### src/rtl/ebr_arbiter_if.sv
// Requester, status and RAM-side signals of the two-requester EBR arbiter.
// The slave modport is the arbiter; the master modport is whatever surrounds it.
interface ebr_arbiter_if #(
    parameter int ADDR_W = 8,
    parameter int DATA_W = 16
);
    logic              a_req;
    logic              a_we;
    logic [ADDR_W-1:0] a_addr;
    logic [DATA_W-1:0] a_wdata;
    logic [DATA_W-1:0] a_wmask;
    logic              b_req;
    logic              b_we;
    logic [ADDR_W-1:0] b_addr;
    logic [DATA_W-1:0] b_wdata;
    logic [DATA_W-1:0] b_wmask;
    logic              a_gnt;
    logic              b_gnt;
    logic              a_rvalid;
    logic              b_rvalid;
    logic [DATA_W-1:0] rdata;
    logic              busy;
    logic              state_dbg;
    logic [ADDR_W-1:0] ram_raddr;
    logic [ADDR_W-1:0] ram_waddr;
    logic              ram_re;
    logic              ram_we;
    logic [DATA_W-1:0] ram_mask;
    logic [DATA_W-1:0] ram_wdata;
    logic [DATA_W-1:0] ram_rdata;

    // Handshake: a request is held with stable fields until req & gnt in the
    // same cycle; gnt is combinational. A read's rvalid pulses one cycle later.
    modport slave (
        input  a_req, a_we, a_addr, a_wdata, a_wmask,
        input  b_req, b_we, b_addr, b_wdata, b_wmask,
        input  ram_rdata,
        output a_gnt, b_gnt, a_rvalid, b_rvalid, rdata, busy, state_dbg,
        output ram_raddr, ram_waddr, ram_re, ram_we, ram_mask, ram_wdata
    );

    modport master (
        output a_req, a_we, a_addr, a_wdata, a_wmask,
        output b_req, b_we, b_addr, b_wdata, b_wmask,
        output ram_rdata,
        input  a_gnt, b_gnt, a_rvalid, b_rvalid, rdata, busy, state_dbg,
        input  ram_raddr, ram_waddr, ram_re, ram_we, ram_mask, ram_wdata
    );
endinterface

### src/rtl/ebr_arbiter.sv
// Two-requester round-robin arbiter in front of a single-clock EBR with
// registered read data, plus an optional zeroing sweep after reset.
module ebr_arbiter #(
    parameter int ADDR_W         = 8,
    parameter int DATA_W         = 16,
    parameter int CLEAR_ON_RESET = 1
) (
    input  logic          clk,
    input  logic          rst,
    ebr_arbiter_if.slave  bus
);
    typedef enum logic {
        S_RUN   = 1'b0,
        S_CLEAR = 1'b1
    } state_t;

    localparam state_t            RESET_STATE = (CLEAR_ON_RESET != 0) ? S_CLEAR : S_RUN;
    localparam logic [ADDR_W-1:0] LAST_ADDR   = '1;

    state_t            state;
    state_t            state_nxt;
    logic [ADDR_W-1:0] clr_cnt;
    logic [ADDR_W-1:0] clr_cnt_nxt;
    logic              ptr;        // 0: A wins a tie, 1: B wins a tie
    logic              ptr_nxt;
    logic              a_rv;
    logic              b_rv;

    logic              a_gnt;
    logic              b_gnt;
    logic              sel_we;
    logic [ADDR_W-1:0] sel_addr;
    logic [DATA_W-1:0] sel_wdata;
    logic [DATA_W-1:0] sel_wmask;
    logic              ram_we;
    logic              ram_re;
    logic [ADDR_W-1:0] ram_waddr;
    logic [ADDR_W-1:0] ram_raddr;
    logic [DATA_W-1:0] ram_wdata;
    logic [DATA_W-1:0] ram_mask;

    always_ff @(posedge clk or posedge rst) begin
        if (rst) begin
            state   <= RESET_STATE;
            clr_cnt <= '0;
            ptr     <= 1'b0;
            a_rv    <= 1'b0;
            b_rv    <= 1'b0;
        end else begin
            state   <= state_nxt;
            clr_cnt <= clr_cnt_nxt;
            ptr     <= ptr_nxt;
            a_rv    <= a_gnt & ~bus.a_we;
            b_rv    <= b_gnt & ~bus.b_we;
        end
    end

    // Strobes are gated by rst so they drop the instant reset is asserted.
    always_comb begin
        state_nxt   = state;
        clr_cnt_nxt = clr_cnt;
        ptr_nxt     = ptr;
        a_gnt       = 1'b0;
        b_gnt       = 1'b0;
        sel_we      = 1'b0;
        sel_addr    = '0;
        sel_wdata   = '0;
        sel_wmask   = '0;
        ram_we      = 1'b0;
        ram_re      = 1'b0;
        ram_waddr   = '0;
        ram_raddr   = '0;
        ram_wdata   = '0;
        ram_mask    = '1;

        case (state)
            S_CLEAR: begin
                if (!rst) begin
                    ram_we    = 1'b1;
                    ram_waddr = clr_cnt;
                    ram_wdata = '0;
                    ram_mask  = '0;
                    if (clr_cnt == LAST_ADDR) begin
                        state_nxt = S_RUN;
                    end else begin
                        clr_cnt_nxt = clr_cnt + ADDR_W'(1);
                    end
                end
            end

            S_RUN: begin
                if (!rst) begin
                    if (bus.a_req && (!bus.b_req || !ptr)) begin
                        a_gnt = 1'b1;
                    end else if (bus.b_req) begin
                        b_gnt = 1'b1;
                    end

                    if (a_gnt) begin
                        ptr_nxt   = 1'b1;
                        sel_we    = bus.a_we;
                        sel_addr  = bus.a_addr;
                        sel_wdata = bus.a_wdata;
                        sel_wmask = bus.a_wmask;
                    end else if (b_gnt) begin
                        ptr_nxt   = 1'b0;
                        sel_we    = bus.b_we;
                        sel_addr  = bus.b_addr;
                        sel_wdata = bus.b_wdata;
                        sel_wmask = bus.b_wmask;
                    end

                    if (a_gnt || b_gnt) begin
                        if (sel_we) begin
                            ram_we    = 1'b1;
                            ram_waddr = sel_addr;
                            ram_wdata = sel_wdata;
                            ram_mask  = ~sel_wmask;
                        end else begin
                            ram_re    = 1'b1;
                            ram_raddr = sel_addr;
                        end
                    end
                end
            end

            default: begin
                state_nxt = RESET_STATE;
            end
        endcase
    end

    assign bus.a_gnt     = a_gnt;
    assign bus.b_gnt     = b_gnt;
    assign bus.a_rvalid  = a_rv;
    assign bus.b_rvalid  = b_rv;
    // rdata is forced to zero outside a valid pulse so reset reads back 0.
    assign bus.rdata     = (a_rv || b_rv) ? bus.ram_rdata : '0;
    assign bus.busy      = (state == S_CLEAR);
    assign bus.state_dbg = (state == S_CLEAR);
    assign bus.ram_we    = ram_we;
    assign bus.ram_re    = ram_re;
    assign bus.ram_waddr = ram_waddr;
    assign bus.ram_raddr = ram_raddr;
    assign bus.ram_wdata = ram_wdata;
    assign bus.ram_mask  = ram_mask;
endmodule

### src/flat_wrapper.sv
// flat-port wrapper written by rule: the top's interface ports become plain ports
module ebr_arbiter_flat 
#(
    parameter int ADDR_W         = 8,
    parameter int DATA_W         = 16,
    parameter int CLEAR_ON_RESET = 1
)
  (clk, rst, bus_a_req, bus_a_we, bus_a_addr, bus_a_wdata, bus_a_wmask, bus_b_req, bus_b_we, bus_b_addr, bus_b_wdata, bus_b_wmask, bus_ram_rdata, bus_a_gnt, bus_b_gnt, bus_a_rvalid, bus_b_rvalid, bus_rdata, bus_busy, bus_state_dbg, bus_ram_raddr, bus_ram_waddr, bus_ram_re, bus_ram_we, bus_ram_mask, bus_ram_wdata);
  ebr_arbiter_if #(.ADDR_W(ADDR_W), .DATA_W(DATA_W)) bus_i ();
  input  logic clk;
  input  logic rst;
  input wire logic [$bits(bus_i.a_req)-1:0] bus_a_req;
  input wire logic [$bits(bus_i.a_we)-1:0] bus_a_we;
  input wire logic [$bits(bus_i.a_addr)-1:0] bus_a_addr;
  input wire logic [$bits(bus_i.a_wdata)-1:0] bus_a_wdata;
  input wire logic [$bits(bus_i.a_wmask)-1:0] bus_a_wmask;
  input wire logic [$bits(bus_i.b_req)-1:0] bus_b_req;
  input wire logic [$bits(bus_i.b_we)-1:0] bus_b_we;
  input wire logic [$bits(bus_i.b_addr)-1:0] bus_b_addr;
  input wire logic [$bits(bus_i.b_wdata)-1:0] bus_b_wdata;
  input wire logic [$bits(bus_i.b_wmask)-1:0] bus_b_wmask;
  input wire logic [$bits(bus_i.ram_rdata)-1:0] bus_ram_rdata;
  output wire logic [$bits(bus_i.a_gnt)-1:0] bus_a_gnt;
  output wire logic [$bits(bus_i.b_gnt)-1:0] bus_b_gnt;
  output wire logic [$bits(bus_i.a_rvalid)-1:0] bus_a_rvalid;
  output wire logic [$bits(bus_i.b_rvalid)-1:0] bus_b_rvalid;
  output wire logic [$bits(bus_i.rdata)-1:0] bus_rdata;
  output wire logic [$bits(bus_i.busy)-1:0] bus_busy;
  output wire logic [$bits(bus_i.state_dbg)-1:0] bus_state_dbg;
  output wire logic [$bits(bus_i.ram_raddr)-1:0] bus_ram_raddr;
  output wire logic [$bits(bus_i.ram_waddr)-1:0] bus_ram_waddr;
  output wire logic [$bits(bus_i.ram_re)-1:0] bus_ram_re;
  output wire logic [$bits(bus_i.ram_we)-1:0] bus_ram_we;
  output wire logic [$bits(bus_i.ram_mask)-1:0] bus_ram_mask;
  output wire logic [$bits(bus_i.ram_wdata)-1:0] bus_ram_wdata;
  assign bus_i.a_req = bus_a_req;
  assign bus_i.a_we = bus_a_we;
  assign bus_i.a_addr = bus_a_addr;
  assign bus_i.a_wdata = bus_a_wdata;
  assign bus_i.a_wmask = bus_a_wmask;
  assign bus_i.b_req = bus_b_req;
  assign bus_i.b_we = bus_b_we;
  assign bus_i.b_addr = bus_b_addr;
  assign bus_i.b_wdata = bus_b_wdata;
  assign bus_i.b_wmask = bus_b_wmask;
  assign bus_i.ram_rdata = bus_ram_rdata;
  assign bus_a_gnt = bus_i.a_gnt;
  assign bus_b_gnt = bus_i.b_gnt;
  assign bus_a_rvalid = bus_i.a_rvalid;
  assign bus_b_rvalid = bus_i.b_rvalid;
  assign bus_rdata = bus_i.rdata;
  assign bus_busy = bus_i.busy;
  assign bus_state_dbg = bus_i.state_dbg;
  assign bus_ram_raddr = bus_i.ram_raddr;
  assign bus_ram_waddr = bus_i.ram_waddr;
  assign bus_ram_re = bus_i.ram_re;
  assign bus_ram_we = bus_i.ram_we;
  assign bus_ram_mask = bus_i.ram_mask;
  assign bus_ram_wdata = bus_i.ram_wdata;
  ebr_arbiter #(.ADDR_W(ADDR_W), .DATA_W(DATA_W), .CLEAR_ON_RESET(CLEAR_ON_RESET)) u_core (.clk(clk), .rst(rst), .bus(bus_i));
endmodule
### config.mk
export PLATFORM = sky130hd
export DESIGN_NAME = ebr_arbiter_flat
export DESIGN_NICKNAME = d
export VERILOG_FILES = /design/src/rtl/ebr_arbiter_if.sv /design/src/rtl/ebr_arbiter.sv /design/src/flat_wrapper.sv
export SDC_FILE = /design/constraint.sdc
export NUM_CORES = 1
export LEC_CHECK = 0
export BUFFER_PORTS_ARGS = -buffer_cell sky130_fd_sc_hd__buf_4
export CELL_PAD_IN_SITES_DETAIL_PLACEMENT = 1
export CELL_PAD_IN_SITES_GLOBAL_PLACEMENT = 1
export CORE_UTILIZATION = 27
export CTS_BUF_LIST = sky130_fd_sc_hd__clkbuf_8
export CTS_CLUSTER_DIAMETER = 40
export DETAILED_ROUTE_END_ITERATION = 10
export PLACE_DENSITY = 0.95
export SLEW_MARGIN = 10
export SYNTH_ARGS = -nofsm -noshare
export SYNTH_HDL_FRONTEND = slang
export SYNTH_SLANG_ARGS = --single-unit
### constraint.sdc
create_clock -name clk -period 4.6 [get_ports clk]
set_input_delay 0.46 -clock clk [delete_from_list [all_inputs] [get_ports clk]]
set_output_delay 0.46 -clock clk [all_outputs]
set_load 0.02 [all_outputs]
## Yosys cells after proc, flatten, opt, wreduce, memory -nomap -nowiden

Cells that the tools add are included.

| word-level totals | value |
|---|---|
| register bits after elaboration | 12 |
| input port bits | 102 |
| output and inout port bits | 72 |
| logic and storage cells | 80 |

| operators by class | value |
|---|---|
| add/sub/neg operators | 1 |
| equality and inequality tests | 1 |
| muxes and demuxes | 56 |
| bitwise gates (word level) | 8 |
| reduce and logical (&&, ||, !) cells | 9 |

Operators by type and width:

| cell | count |
|---|---|
| 16-bit two-way mux | 14 |
| 8-bit two-way mux | 10 |
| 16-bit case mux with 2 select lines | 2 |
| 1-bit two-way mux | 28 |
| 16-bit inverter | 1 |
| 8-bit case mux with 2 select lines | 1 |
| 8-bit by 1-bit adder with 8-bit output, second input constant | 1 |
| 8-bit equality test, second input constant | 1 |
| 3-bit AND reduction | 2 |
| 1-bit inverter | 5 |
| 1-bit logical OR | 3 |
| 1-bit AND | 2 |
| 1-bit zero test | 2 |
| 1-bit case mux with 2 select lines | 1 |
| 2-bit nonzero test | 1 |
| 1-bit logical AND | 1 |

## Depth between registers and ports, before layout

Gate-level depths: netlist of the first run.

| logic depth | value |
|---|---|
| depth after elaboration | 15 |
| depth in mapped cells | 6 |
| gate-level depth less buffers | 4 |

## Worst setup path after synthesis of the first run

OpenSTA, ideal clock, no wires.

| timing path | value |
|---|---|
| path type | input to output |
| start | in bus_b_req |
| end | out bus_ram_wdata[0] |
| arrival | 1,748 ps |
| data required time | 4,140 ps |
| setup slack | 2,392 ps |
| stages | 6 |
| path buffers | 3 |
| path through | buf_4 > a21bo_1 > buf_4 > buf_2 > nand3_1 > a211oi_1 |

| on the way | value |
|---|---|
| word-level cells in the longest chain between the ends | 14 |

RTL lines:

| what | line | text |
|---|---|---|
| from (decl) | flat_wrapper.sv:17 | `input wire logic [$bits(bus_i.b_req)-1:0] bus_b_req;` |
| 1-bit zero test | ebr_arbiter.sv:93 | `if (bus.a_req && (!bus.b_req \|\| !ptr)) begin` |
| 1-bit logical OR | ebr_arbiter.sv:93 |  |
| 1-bit logical AND | ebr_arbiter.sv:93 |  |
| 1-bit two-way mux | ebr_arbiter.sv:93 |  |
| 1-bit two-way mux | ebr_arbiter.sv:92 | `if (!rst) begin` |
| 1-bit two-way mux | ebr_arbiter.sv:76 | `case (state)` |
| 1-bit two-way mux | ebr_arbiter.sv:105 | `end else if (b_gnt) begin` |
| 1-bit two-way mux | ebr_arbiter.sv:99 | `if (a_gnt) begin` |
| 1-bit two-way mux | ebr_arbiter.sv:92 |  |
| 1-bit two-way mux | ebr_arbiter.sv:76 |  |
| 16-bit two-way mux | ebr_arbiter.sv:114 | `if (sel_we) begin` |
| 16-bit two-way mux (*) | ebr_arbiter.sv:113 | `if (a_gnt \|\| b_gnt) begin` |
| 16-bit two-way mux (*) | ebr_arbiter.sv:92 |  |
| 16-bit case mux with 2 select lines (*) | ebr_arbiter.sv:76 |  |
| to (decl) | flat_wrapper.sv:35 | `output wire logic [$bits(bus_i.ram_wdata)-1:0] bus_ram_wdata;` |

Every way passes the cells marked *; elsewhere a longest branch is shown, timed or not. The select of a mux whose other input is x is not followed.

## Worst setup path after layout of the first run

| timing path | value |
|---|---|
| start | in bus_b_req |
| end | out bus_ram_waddr[3] |

| on the way | value |
|---|---|
| word-level cells in the longest chain between the ends | 14 |

RTL lines:

| what | line | text |
|---|---|---|
| 1-bit zero test | ebr_arbiter.sv:93 |  |
| 1-bit logical OR | ebr_arbiter.sv:93 |  |
| 1-bit logical AND | ebr_arbiter.sv:93 |  |
| 1-bit two-way mux | ebr_arbiter.sv:93 |  |
| 1-bit two-way mux | ebr_arbiter.sv:92 |  |
| 1-bit two-way mux | ebr_arbiter.sv:76 |  |
| 1-bit two-way mux | ebr_arbiter.sv:105 |  |
| 1-bit two-way mux | ebr_arbiter.sv:99 |  |
| 1-bit two-way mux | ebr_arbiter.sv:92 |  |
| 1-bit two-way mux | ebr_arbiter.sv:76 |  |
| 8-bit two-way mux | ebr_arbiter.sv:114 |  |
| 8-bit two-way mux (*) | ebr_arbiter.sv:113 |  |
| 8-bit two-way mux (*) | ebr_arbiter.sv:92 |  |
| 8-bit case mux with 2 select lines (*) | ebr_arbiter.sv:76 |  |
| to (decl) | flat_wrapper.sv:31 | `output wire logic [$bits(bus_i.ram_waddr)-1:0] bus_ram_waddr;` |

Marks and branches as above.

==> results.cfg, run 1 <==
[clock_tree]
cts_hold_buf = 0
post_cts_buffers = 0
cts_resized = 0
clk_latency_ps = 250
clockBufferDepth = 2
path_clk_slew_ps = 60
cts_tree = built
htree_levels = 1
numCtsBuffers = 3
cts_root_buf = clkbuf_8
numClockSinks = 12

[worst_setup_path]
path_cells = buf_4, a21boi_4, a32oi_4, o32ai_2, buf_4
cp_num_buf_inv = 2
crit_top_cell = buf_4
critical-path-top-delay-family = compound AO/OA/AOI/OAI gates
crit_type = in -> out
path_max_fanout = 46
cpMaxStageDelayCell = a32oi_4
end_kind = output pin
critPathMaxStageDelay_ps = 900
startpoint_type = primary input
cp.arrival_ps = 2580
reg2reg_slack_ps = 2780
required_ps = 4140

[cells_and_area]
multi_input_area_sq_um = 1370
fin_area_sq_um = 3250
insertedDiodeCount = 0
drive_above_1_share_pct = 52.2
seq_area_sq_um = 302
final_nets = 506
fillers = 844
syn_to_final_growth_pct = 70.2

[sta]
whs_ps = 404
slew_headroom_pct = 30.0
fin_crit_ps = 3040
rsz0062_at_grt = no
fin_ws_ps = 1560
finalSetupViolCount = 0
skew_ps = 5.78
fin_crit_sh_pct = 66.0
worst_pin_slew_ps = 1050
finalHoldViolCount = 0
drv_slew = 0
clock.fmax_mhz = 329
fin_setup_tns_ps = 0

[synthesis]
synth_edf_count = 0
yosysWarnings = 0
synth.top_cell.area_share_pct = 14.4
yosysUniqueCellTypes = 43
seq_area_frac_synth_pct = 15.8
synth_top_cells_by_count = 44 x nand2_1, 17 x nand3_1, 17 x nor2b_1, 16 x inv_1, 16 x mux2i_1
yosysMostFrequentCell = nand2_1
syn_nets = 351
syn_inst = 248
async_flop_share_pct = 100
synth_top_area_cell = dfrtp_1
synth_area_sq_um = 1910
synth_ff_type = dfrtp_1
yosys-top-cells-area = dfrtp_1 14%, nand2_1 8.7%, mux2i_1 8.4%, a211oi_2 6.6%, nor2b_1 5.6%
synth_seq_cells = 12
avgSynthCellArea_sq_um = 7.70

[power_and_ir_drop]
p_leak_nw = 1.59
sequentialPowerShare_pct = 21.3
p_int_w = 0.000315
pwr-share-comb_pct = 55.6
powerDensity_nw_per_um2 = 159
peakVddDrop_mv = 0.0808
clkPwrFrac_pct = 23.1
sw_frac_of_total_pct = 39.0
power_switching_w = 0.000201

[outcome]
status = complete, no violations

[floorplanning]
die_area_sq_um = 7410
core_area_sq_um = 6790
io_pins = 174
initial_core_util_pct = 28.1
std_cell_rows = 30
dieWidth_um = 86.1
die_h_um = 86.1

[grt]
antenna_found_initial = 0
grt_pass1_wl_um = 13200
first_global_vias = 2654
grt_max_degree = 47
overflow = 0
grt_util_all_layers_pct = 22.5

[detailed_routing]
routed_via_density = 5.12
wl_per_cell_um = 17.2
wirelength_um = 8560
drtPass1Iterations = 4
drt_iter0_drc = 78
drc = 0
vias = 2552
ant_nets = 0

[placed_design]
placed_cell_area_sq_um = 3180
gp_congestion = 0.855
pre_cts_slack_ps = 1560
place.port_buffers = 173
dp_hpwl_um = 6580

[min_path]
min_path_type = in -> reg

[job]
maxCapViolCount = 0
[through the flow]
| stage | utilization (%) | power, W | cells |
|---|---|---|---|
| CTS | 47.6 | 0.000520 | 497 |
| global route | 47.8 | 0.000543 | 498 |
| global placement | 46.8 | 0.000390 | 493 |
| floorplan | - | 0.000274 | 248 |
| detailed placement | 46.8 | 0.000399 | 493 |
| finish | 47.8 | 0.000516 | 498 |
[layout by cell type (no fill, tap or decap), types with 2 or more instances in the layout]
cell / instances
buf_4: 176
nand2_1: 44
nor2b_1: 17
nand3_1: 17
inv_1: 16
mux2i_1: 16
a31oi_1: 15
dfrtp_1: 11
a211oi_2: 10
a32oi_1: 8
nor3_2: 8
a21oi_1: 6
a211oi_1: 6
nor2_1: 5
nand4_1: 4
and3_1: 4
o32ai_2: 4
o32ai_1: 4
clkbuf_8: 4
mux2_1: 3
nand2b_1: 2
nor3_1: 2
o21a_1: 2
[cell type report]
cell class              instances  share of cell area (%)
flip-flops and latches         12                    9.28
clock buffers                   4                    1.69
repair buffers                177                    41.1
multi-input cells             192                    42.2
inverters                      17                    1.96
well taps                      96                    3.70
[cells by family after synthesis]
kind of cell    Yosys count  share of synthesized area, %
compound gates           63                          30.3
xor+xnor                  1                         0.459
fa+ha+maj                 1                         0.655
buf+inv                  44                          12.3
flops                    12                          15.8
mux                      20                          10.7
simple gates            107                          29.7
[routing by layer]
layer	track usage [%]	part of all wire, %	up-vias
li1	-	-	1210
met1	24.2	38	1215
met2	43.7	54	111
met3	4.04	6.6	16
met4	7.27	2.1	0
met5	0	0	-
[state kept, by name, indices dropped and copies added (netlist names)]
signal               count
u_core.bus.a_rvalid      1
u_core.bus.b_rvalid      1
u_core.bus.busy          1
u_core.clr_cnt           8
u_core.ptr               1
[final timing paths]
path / cells past startpoint / end / start
max in group asynchronous: 2 / u_core.clr_cnt[3] / rst
hold / removal: 2 / u_core.bus.b_rvalid / bus_b_we
min in group asynchronous: 2 / u_core.clr_cnt[4] / rst
setup reg to reg: 3 / u_core.clr_cnt[1] / u_core.bus.busy
setup / recovery: 5 / bus_ram_waddr[3] / bus_b_req
hold reg to reg: 1 / u_core.clr_cnt[0] / u_core.clr_cnt[0]
[power groups by stage]
stage	Clock, W	Combinational [W]	Sequential, W
2_1_floorplan	0	0.000162	0.000112
3_5_place_dp	0	0.000287	0.000112
4_1_cts	0.000122	0.000288	0.000110
5_1_grt	0.000126	0.000307	0.000110
6_report	0.000119	0.000287	0.000110
3_3_place_gp	0	0.000278	0.000112
(Power assumes the default switching activity.)
==> run 2, diff against run 1 <==
--- a/config.mk
+++ b/config.mk
@@ -8,11 +8,11 @@
 export BUFFER_PORTS_ARGS = -buffer_cell sky130_fd_sc_hd__buf_4
 export CELL_PAD_IN_SITES_DETAIL_PLACEMENT = 1
 export CELL_PAD_IN_SITES_GLOBAL_PLACEMENT = 1
-export CORE_UTILIZATION = 27
+export CORE_UTILIZATION = 22
 export CTS_BUF_LIST = sky130_fd_sc_hd__clkbuf_8
 export CTS_CLUSTER_DIAMETER = 40
 export DETAILED_ROUTE_END_ITERATION = 10
-export PLACE_DENSITY = 0.95
+export PLACE_DENSITY = 0.89
 export SLEW_MARGIN = 10
 export SYNTH_ARGS = -nofsm -noshare
 export SYNTH_HDL_FRONTEND = slang
==> constraint.sdc (replaced) <==
create_clock -name clk -period 2.77 [get_ports clk]
set_input_delay 0.277 -clock clk [delete_from_list [all_inputs] [get_ports clk]]
set_output_delay 0.277 -clock clk [all_outputs]
set_load 0.02 [all_outputs]
==> results.cfg, run 2 (synthesis results as in run 1) <==
[placed_design]
gp_congestion = 0.771
place.port_buffers = 173
dp_hpwl_um = 7490

[power_and_ir_drop]
sequentialPowerShare_pct = 21.2
pwr-share-comb_pct = 55.4
sw_frac_of_total_pct = 39.1
power_switching_w = 0.000337
total_power_w = 0.000862
p_leak_nw = 1.60
clkPwrFrac_pct = 23.5
peakVddDrop_mv = 0.128
powerDensity_nw_per_um2 = 263
p_int_w = 0.000525

[grt]
grt_max_degree = 37
antenna_found_initial = 0
grt_util_all_layers_pct = 19.4
grt_pass1_wl_um = 13500
first_global_vias = 2611
overflow = 0

[worst_setup_path]
r2r-end = u_core.clr_cnt[1]
critPathMaxStageDelay_ps = 850
cp-startpoint = u_core.ptr
cpMaxStageDelayCell = a32oi_4
reg2reg_depth = 3
crit_type = reg -> out
path_max_fanout = 24
r2r-start = u_core.bus.busy
startpoint_type = flop
required_ps = 2490
critical-path-top-delay-family = compound AO/OA/AOI/OAI gates
path_cells = nand2b_4, a32oi_4, o32ai_1, buf_4
end_kind = output pin
cp.arrival_ps = 2180
reg2reg_slack_ps = 970
cp_num_buf_inv = 1

[sta]
rsz0062_at_grt = no
worst_pin_slew_ps = 994
clock.fmax_mhz = 407
skew_ps = 2.50
fin_crit_ps = 2460
slew_headroom_pct = 33.5
finalSetupViolCount = 0
drv_slew = 0
fin_setup_tns_ps = 0
finalHoldViolCount = 0
fin_crit_sh_pct = 88.7

[clock_tree]
numCtsBuffers = 3
htree_levels = 1
path_clk_slew_ps = 60
cts_root_buf = clkbuf_8
post_cts_buffers = 0
cts_hold_buf = 0
clockBufferDepth = 2
cts_tree = built
clk_latency_ps = 250
cts_resized = 0
numClockSinks = 12

[min_path]
min_path_type = in -> reg
hold_path.startpoint = bus_b_we
hold_end = u_core.bus.b_rvalid
hold_depth = 2

[cells_and_area]
fillers = 1037
insertedDiodeCount = 0
regMostFlops = u_core.clr_cnt
largest_reg_flops = 8
drive_above_1_share_pct = 52.6
layout_common_cells = 180 x buf_4, 44 x nand2_1, 17 x nor2b_1, 17 x nand3_1
syn_to_final_growth_pct = 71.6
final_nets = 509
final_common_cell = buf_4

[detailed_routing]
wirelength_um = 9160
vias = 2526
wl_per_cell_um = 18.0
ant_nets = 0
drtPass1Iterations = 4
routed_via_density = 4.95
drc = 0
drt_iter0_drc = 56

[floorplanning]
io_pins = 174
initial_core_util_pct = 23.0
die_area_sq_um = 9060
std_cell_rows = 33
die_h_um = 95.2
core_area_sq_um = 8300
dieWidth_um = 95.2

[outcome]
status = complete, no violations

[job]
maxCapViolCount = 0
[run 2: power by group through the flow]
| stage | combinational [W] | sequential (W) | clock (W) |
|---|---|---|---|
| floorplan | 0.000268 | 0.000187 | 0 |
| global placement | 0.000466 | 0.000185 | 0 |
| detailed placement | 0.000482 | 0.000186 | 0 |
| CTS | 0.000483 | 0.000183 | 0.000206 |
| global route | 0.000513 | 0.000183 | 0.000214 |
| finish | 0.000477 | 0.000183 | 0.000202 |
[run 2: cell type report]
class	instances	area (sq um)	area share, %
multi-input cells	192	1370	41.9
repair buffers	180	1350	41.3
flip-flops and latches	12	302	9.21
well taps	105	131	4.01
inverters	17	63.8	1.95
clock buffers	4	55.1	1.68
[run 2: worst max-delay path by stage]
stage | endpoint | slack, ps | depth (start not counted)
after floorplan | bus_ram_mask[10] | 880 | 6
after global placement | bus_ram_waddr[1] | 630 | 4
after detailed placement | bus_ram_waddr[1] | 570 | 4
after CTS | bus_ram_waddr[2] | 290 | 4
after global routing | bus_ram_waddr[2] | 180 | 4
final | bus_ram_waddr[2] | 310 | 4
[run 2: metrics by stage]
step                      hold WS (ps)  instances  cell area (sq um)  setup slack (ps)  util [%]
after global placement             482        506               3220               632      38.8
after global routing               224        510               3280               176      39.5
after detailed placement           484        506               3220               567      38.8
after floorplan                    350        248               1910               880         -
final                              225        510               3280               313      39.5
after CTS                          224        510               3280               291      39.5
[run 2: layer usage]
metal,wire (um),GRT usage (%),part of all wire (%),vias to the layer above
met1,3460,22.1,38,1202
li1,-,-,-,1213
met4,329,7.45,3.6,0
met5,0,0,0,-
met2,4790,35.4,52,87
met3,586,3.43,6.4,24
